**config.mk**
```make
export PLATFORM = sky130hd
export DESIGN_NAME = branch_pc_ctrl_flat
export DESIGN_NICKNAME = d
export VERILOG_FILES = /design/src/rtl/branch_pc_ctrl_pkg.sv /design/src/rtl/branch_pc_ctrl_if.sv /design/src/rtl/branch_pc_ctrl_cond.sv /design/src/rtl/branch_pc_ctrl.sv /design/src/flat_wrapper.sv
export SDC_FILE = /design/constraint.sdc
export NUM_CORES = 1
export LEC_CHECK = 0
export ABC_CLOCK_PERIOD_IN_PS = 3000
export BUFFER_PORTS_ARGS = -buffer_cell sky130_fd_sc_hd__buf_4
export CORE_ASPECT_RATIO = 0.7
export CORE_MARGIN = 1
export CORE_UTILIZATION = 47
export CTS_CLUSTER_SIZE = 40
export DETAILED_ROUTE_END_ITERATION = 8
export GPL_TIMING_DRIVEN = 0
export MAX_ROUTING_LAYER = met4
export PLACE_DENSITY = 0.77
export REMOVE_ABC_BUFFERS = 1
export SYNTH_ARGS = -nofsm -noshare
export SYNTH_HDL_FRONTEND = slang
export SYNTH_SLANG_ARGS = --single-unit
```
**constraint.sdc**
```tcl
create_clock -name clk -period 3 [get_ports clk]
set_input_delay 0.6 -clock clk [delete_from_list [all_inputs] [get_ports clk]]
set_output_delay 0.6 -clock clk [all_outputs]
set_load 0.02 [all_outputs]
```
**src/rtl/branch_pc_ctrl_pkg.sv**
```systemverilog
// cpu_pkg: opcodes, condition codes, NVZ bit positions and PC-stage state type
// shared by branch_pc_ctrl, branch_cond and the ISA checker.
package cpu_pkg;
    localparam logic [3:0] OP_B   = 4'b1100;
    localparam logic [3:0] OP_BR  = 4'b1101;
    localparam logic [3:0] OP_PCS = 4'b1110;
    localparam logic [3:0] OP_HLT = 4'b1111;
    localparam logic [2:0] CC_NE = 3'd0;
    localparam logic [2:0] CC_EQ = 3'd1;
    localparam logic [2:0] CC_GT = 3'd2;
    localparam logic [2:0] CC_LT = 3'd3;
    localparam logic [2:0] CC_GE = 3'd4;
    localparam logic [2:0] CC_LE = 3'd5;
    localparam logic [2:0] CC_OV = 3'd6;
    localparam logic [2:0] CC_UN = 3'd7;
    localparam int NVZ_N = 2;
    localparam int NVZ_V = 1;
    localparam int NVZ_Z = 0;
    typedef enum logic [1:0] {RUN, FLUSH, DRAIN, HALTED} pc_state_t;
endpackage

```
**src/rtl/branch_pc_ctrl_if.sv**
```systemverilog
// branch_pc_ctrl_if: decoded-branch inputs and PC/flush/halt outputs of the PC stage.
// Branch statistic counters exist only when BRANCH_STATS_EN is defined.
interface branch_pc_ctrl_if;
    logic        stall;
    logic [3:0]  opcode;
    logic [2:0]  cond;
    logic [8:0]  imm9;
    logic [15:0] br_target;
    logic [2:0]  NVZ;
    logic [15:0] pc;
    logic [15:0] pc_plus2;
    logic        taken;
    logic        flush;
    logic        halted;
`ifdef BRANCH_STATS_EN
    logic [15:0] br_taken_cnt;
    logic [15:0] br_nt_cnt;
    modport master (output stall, opcode, cond, imm9, br_target, NVZ,
                    input pc, pc_plus2, taken, flush, halted, br_taken_cnt, br_nt_cnt);
    modport slave (input stall, opcode, cond, imm9, br_target, NVZ,
                   output pc, pc_plus2, taken, flush, halted, br_taken_cnt, br_nt_cnt);
`else
    modport master (output stall, opcode, cond, imm9, br_target, NVZ,
                    input pc, pc_plus2, taken, flush, halted);
    modport slave (input stall, opcode, cond, imm9, br_target, NVZ,
                   output pc, pc_plus2, taken, flush, halted);
`endif
endinterface

```
**src/rtl/branch_pc_ctrl_cond.sv**
```systemverilog
// branch_cond: evaluates condition code ccc against the NVZ flags.
import cpu_pkg::*;
module branch_cond (
    input  logic [2:0] cond,
    input  logic [2:0] NVZ,
    output logic       cond_true
);
    logic n, v, z;
    assign n = NVZ[NVZ_N];
    assign v = NVZ[NVZ_V];
    assign z = NVZ[NVZ_Z];
    always_comb begin
        cond_true = 1'b1;
        case (cond)
            CC_NE: cond_true = ~z;
            CC_EQ: cond_true = z;
            CC_GT: cond_true = ~z & ~n;
            CC_LT: cond_true = n;
            CC_GE: cond_true = z | ~n;
            CC_LE: cond_true = n | z;
            CC_OV: cond_true = v;
            CC_UN: cond_true = 1'b1;
        endcase
    end
endmodule

```
**src/rtl/branch_pc_ctrl.sv**
```systemverilog
// branch_pc_ctrl: PC register, branch resolution, taken-branch bubble and HLT drain.
// Define BRANCH_STATS_EN to add saturating taken/not-taken branch counters.
import cpu_pkg::*;
module branch_pc_ctrl #(
    parameter logic [15:0] RESET_PC   = 16'h0000,
    parameter int          HALT_DRAIN = 4
) (
    input logic         clk,
    input logic         rst,
    branch_pc_ctrl_if.slave bus
);
    localparam logic [3:0] DRAIN_INIT = 4'(HALT_DRAIN > 0 ? HALT_DRAIN - 1 : 0);
    pc_state_t   state, state_nx;
    logic [15:0] pc, pc_nx, pc_plus2, target;
    logic [3:0]  cnt, cnt_nx;
    logic        cond_true, is_br, live, taken;
    branch_cond u_cond (.cond(bus.cond), .NVZ(bus.NVZ), .cond_true(cond_true));
    assign pc_plus2 = pc + 16'd2;
    assign is_br    = bus.opcode == OP_B || bus.opcode == OP_BR;
    assign target   = bus.opcode == OP_BR ? bus.br_target & 16'hFFFE
                                          : pc_plus2 + {{6{bus.imm9[8]}}, bus.imm9, 1'b0};
    // a branch only counts when it is actually being decided this cycle
    assign live  = rst && state == RUN && !bus.stall && is_br;
    assign taken = live && cond_true;
    always_comb begin
        state_nx = state;
        pc_nx    = pc;
        cnt_nx   = cnt;
        if (!bus.stall) begin
            case (state)
                RUN: begin
                    if (taken) begin
                        pc_nx    = target;
                        state_nx = FLUSH;
                    end else if (bus.opcode == OP_HLT) begin
                        state_nx = HALT_DRAIN == 0 ? HALTED : DRAIN;
                        cnt_nx   = DRAIN_INIT;
                    end else begin
                        pc_nx = pc_plus2;
                    end
                end
                FLUSH: begin
                    pc_nx    = pc_plus2;
                    state_nx = RUN;
                end
                DRAIN: begin
                    state_nx = cnt == 4'd0 ? HALTED : DRAIN;
                    cnt_nx   = cnt == 4'd0 ? cnt : cnt - 4'd1;
                end
                HALTED: state_nx = HALTED;
            endcase
        end
    end
    always_ff @(posedge clk or negedge rst) begin
        if (!rst) begin
            state <= RUN;
            pc    <= RESET_PC;
            cnt   <= 4'd0;
        end else begin
            state <= state_nx;
            pc    <= pc_nx;
            cnt   <= cnt_nx;
        end
    end
    assign bus.pc       = pc;
    assign bus.pc_plus2 = pc_plus2;
    assign bus.taken    = taken;
    assign bus.flush    = state == FLUSH;
    assign bus.halted   = state == HALTED;
`ifdef BRANCH_STATS_EN
    logic [15:0] tk_cnt, nt_cnt;
    always_ff @(posedge clk or negedge rst) begin
        if (!rst) begin
            tk_cnt <= 16'd0;
            nt_cnt <= 16'd0;
        end else begin
            if (taken && tk_cnt != 16'hFFFF) tk_cnt <= tk_cnt + 16'd1;
            if (live && !cond_true && nt_cnt != 16'hFFFF) nt_cnt <= nt_cnt + 16'd1;
        end
    end
    assign bus.br_taken_cnt = tk_cnt;
    assign bus.br_nt_cnt    = nt_cnt;
`endif
endmodule

```
**src/flat_wrapper.sv**
```systemverilog
// flat-port wrapper written by rule: the top's interface ports become plain ports
module branch_pc_ctrl_flat 
#(
    parameter logic [15:0] RESET_PC   = 16'h0000,
    parameter int          HALT_DRAIN = 4
)
  (clk, rst, bus_stall, bus_opcode, bus_cond, bus_imm9, bus_br_target, bus_NVZ, bus_pc, bus_pc_plus2, bus_taken, bus_flush, bus_halted);
  branch_pc_ctrl_if bus_i ();
  input logic clk;
  input logic rst;
  input wire logic [$bits(bus_i.stall)-1:0] bus_stall;
  input wire logic [$bits(bus_i.opcode)-1:0] bus_opcode;
  input wire logic [$bits(bus_i.cond)-1:0] bus_cond;
  input wire logic [$bits(bus_i.imm9)-1:0] bus_imm9;
  input wire logic [$bits(bus_i.br_target)-1:0] bus_br_target;
  input wire logic [$bits(bus_i.NVZ)-1:0] bus_NVZ;
  output wire logic [$bits(bus_i.pc)-1:0] bus_pc;
  output wire logic [$bits(bus_i.pc_plus2)-1:0] bus_pc_plus2;
  output wire logic [$bits(bus_i.taken)-1:0] bus_taken;
  output wire logic [$bits(bus_i.flush)-1:0] bus_flush;
  output wire logic [$bits(bus_i.halted)-1:0] bus_halted;
  assign bus_i.stall = bus_stall;
  assign bus_i.opcode = bus_opcode;
  assign bus_i.cond = bus_cond;
  assign bus_i.imm9 = bus_imm9;
  assign bus_i.br_target = bus_br_target;
  assign bus_i.NVZ = bus_NVZ;
  assign bus_pc = bus_i.pc;
  assign bus_pc_plus2 = bus_i.pc_plus2;
  assign bus_taken = bus_i.taken;
  assign bus_flush = bus_i.flush;
  assign bus_halted = bus_i.halted;
  branch_pc_ctrl #(.RESET_PC(RESET_PC), .HALT_DRAIN(HALT_DRAIN)) u_core (.clk(clk), .rst(rst), .bus(bus_i));
endmodule
```
==> impl_metrics.json <==
{
  "r2r_end": "u_core.bus.pc[14]$_DFFE_PN0P_",
  "crit_path_end": "u_core.bus.pc[14]$_DFFE_PN0P_",
  "synth_top_area_share_pct": 22.6,
  "crit_required_ns": 3.16,
  "fin_crit_sh_pct": 102,
  "gp_congestion": 0.882,
  "clkTransAtPathRegs_ns": 0.08,
  "fill_cells": 372,
  "path_delay_family": "adder cells",
  "synthCells": 299,
  "peakVddDrop_mv": 0.698,
  "dpl_worst_slack_ns": -0.420,
  "synth_warnings": 0,
  "slew_headroom_pct": 17.9,
  "overflow": 0,
  "drc": 0,
  "reg2reg_from": "u_core.bus.pc[2]$_DFFE_PN0P_",
  "io_buffers": 69,
  "pin_count": 73,
  "design_area_sq_mm": 0.00337,
  "ant_nets": 0,
  "hold-worst-slack_ns": 0.206,
  "grt_setup_unrepaired": "true",
  "fin_nets": 440,
  "cts_tree": "yes",
  "synth.most_common_cell": "nor2_1",
  "end_kind": "flop",
  "final_hold_viol_count": 0,
  "worstSetupPathType": "flop to flop",
  "syn_to_final_growth_pct": 45.1,
  "ys_seq_area_share_pct": 22.6,
  "min_path_type": "input port to asynchronous set/reset pin",
  "cp.depth": 13,
  "dp.final_hpwl_um": 4960,
  "drv_cap": 0,
  "cts_buffers": 3,
  "multi_input_area_sq_mm": 0.00196,
  "crit_path_max_fanout": 5,
  "placeableCoreArea_sq_mm": 0.00476,
  "worstSetupStartpointType": "flop",
  "violations": "setup timing",
  "cp_data_arrival_time_ns": 3.21,
  "cp-startpoint": "u_core.bus.pc[2]$_DFFE_PN0P_",
  "start_util_pct": 48.9,
  "status": "finished with violations",
  "initialDrtViolationCount": 159,
  "netlist_area_sq_mm": 0.00232,
  "total_power_w": 0.00314,
  "synth_seq_cells": 21,
  "num_antenna_cells": 0,
  "wirelength_um": 7230,
  "fmax_ghz": 0.328,
  "yosysUniqueCellTypes": 57,
  "synthTopCellsByArea": "dfrtp_1 (23%), ha_1 (10%), xnor2_1 (5.3%)",
  "power.density_mw_per_mm2": 931,
  "leakagePower_nw": 1.50,
  "slowest_stage": "dfrtp_1",
  "grt_start_max_net_pins": 23,
  "grtUsageTotal_pct": 26.9,
  "cts_root_buf": "clkbuf_8",
  "grt_pass1_vias": 2129,
  "avgSynthCellArea_sq_um": 7.78,
  "wl_per_cell_um": 16.1,
  "cts_buffer_depth": 2,
  "insertion_delay_ns": 0.27,
  "firstDrtPassIters": 4,
  "seq_area_sq_um": 527,
  "rows": 21,
  "crit_chain": "ha_4 > nand4_1 > buf_4 > nor2_4 > buf_6 > xor2_1 > ha_2 > a21oi_1 > nand2_1 > nor3_2 > o21ai_0 > xor2_1 > o21a_1",
  "fin_crit_ns": 3.05,
  "drv_slew": 0,
  "reg2reg_depth": 13,
  "yosysTopAreaCell": "dfrtp_1",
  "cp.buffers_inverters": 2,
  "htree_levels": 1,
  "worst-slew-pin-transition_ns": 1.22,
  "tns_ns": -0.0901,
  "setup_violations": 2,
  "setup_ws_ns": -0.0464,
  "via_per_inst": 5.79,
  "die_w_um": 86.1,
  "final_layout_size_suffix_gt1_share_pct": 37.8,
  "crit_top_cell": "xor2_1",
  "design.die.area_sq_mm": 0.00524,
  "synth_async_sr_flop_share_pct": 100,
  "vias": 2605,
  "postPlaceCellArea_sq_mm": 0.00285,
  "r2r_slack_ns": -0.05,
  "clkSinkCount": 21,
  "die_h_um": 60.8,
  "synth_edf_count": 0,
  "grt_pass1_wl_um": 10500,
  "synth_flop_cell": "dfrtp_1",
  "finalClockSkew_ns": 0.00661,
  "antenna_found_initial": 0,
  "crit_path_max_incr_delay_ns": 0.45,
  "synth_common_cells": "nor2_1 (30), a21oi_1 (24), o21ai_0 (23)"
}
flip-flops by register name (all words and copies together) (netlist names):
signal,count
u_core.bus.pc,15
u_core.cnt,4
u_core.state,2
through the flow:
step           util (%)  cells
2_1_floorplan         -    283
3_3_place_gp       59.7    421
3_5_place_dp       60.0    422
4_1_cts            64.5    439
5_1_grt            70.9    450
6_report           70.9    450
cells in the final DEF, fill, tap and decap left out, types with 4 or more instances in the layout:
master,synthesis,final
mux2i_1,4,4
ha_1,19,11
nor2_1,30,27
xnor2_1,14,9
a21oi_2,0,4
a21oi_1,24,20
nor2b_1,5,5
a31oi_1,4,4
nand3_1,12,9
buf_4,2,93
xor2_1,9,7
nor3_1,7,6
o21a_1,5,5
nand2_1,18,17
o21ai_0,23,21
nand4_1,9,9
and3_4,0,4
ha_4,0,6
dfrtp_1,21,20
inv_1,11,11
nand2b_1,5,5
worst min-delay path by stage:
stage / endpoint / startpoint / slack, ns / cells after the start
2_1_floorplan: u_core.bus.pc[10]$_DFFE_PN0P_ / rst / 0.30 / 0
3_3_place_gp: u_core.cnt[2]$_DFFE_PN0P_ / u_core.cnt[2]$_DFFE_PN0P_ / 0.49 / 2
3_5_place_dp: u_core.bus.pc[13]$_DFFE_PN0P_ / rst / 0.50 / 1
4_1_cts: u_core.bus.pc[13]$_DFFE_PN0P_ / rst / 0.22 / 1
5_1_grt: u_core.bus.pc[11]$_DFFE_PN0P_ / rst / 0.22 / 1
6_report: u_core.bus.pc[14]$_DFFE_PN0P_ / rst / 0.21 / 1
layer usage:
metal | global-route usage [%] | wire length, um | vias up
li1 | - | - | 1259
met1 | 38.2 | 3400 | 1222
met2 | 41.5 | 3310 | 120
met3 | 4.49 | 492 | 4
met4 | 3.33 | 31 | 0
met5 | - | 0 | -
repair_timing:
item | CTS | global route
hold endpoints to repair | 0 | 0
buffers inserted | 13 | 11
pin swaps | 5 | 14
gates resized for setup | 17 | 38
setup endpoints to repair | 7 | 10
hold buffers | 0 | 0
layout make-up:
cell class / instances / share of cell area, %
multi-input cells: 251 / 58.2
flip-flops and latches: 21 / 15.6
repair buffers: 94 / 21.0
clock buffers: 4 / 1.34
inverters: 11 / 1.22
well taps: 69 / 2.56
report_power, final:
part           internal (W)  switching, W  total, W  leakage (nW)
sequential         0.000401      0.000218  0.000618         0.254
clock             0.0000949     0.0000990  0.000194        0.0228
combinational       0.00110       0.00123   0.00233          1.22
total               0.00160       0.00154   0.00314          1.50
worst register-to-register path, delay by kind of cell (launching register included):
kind            cells  cell delay [ns]
simple gates        4             0.57
buf+inv             2             0.34
flops               1             0.45
compound gates      3             0.53
xor+xnor            2             0.50
fa+ha+maj           2             0.56
cell families after synthesis:
group	count (synthesis)	share of synthesized area (%)
compound gates	87	23.8
xor+xnor	23	8.67
fa+ha+maj	20	11.1
buf+inv	28	5.81
flops	21	22.6
mux	7	3.18
other cells	1	0.161
simple gates	112	24.7
(Power assumes the default switching activity.)
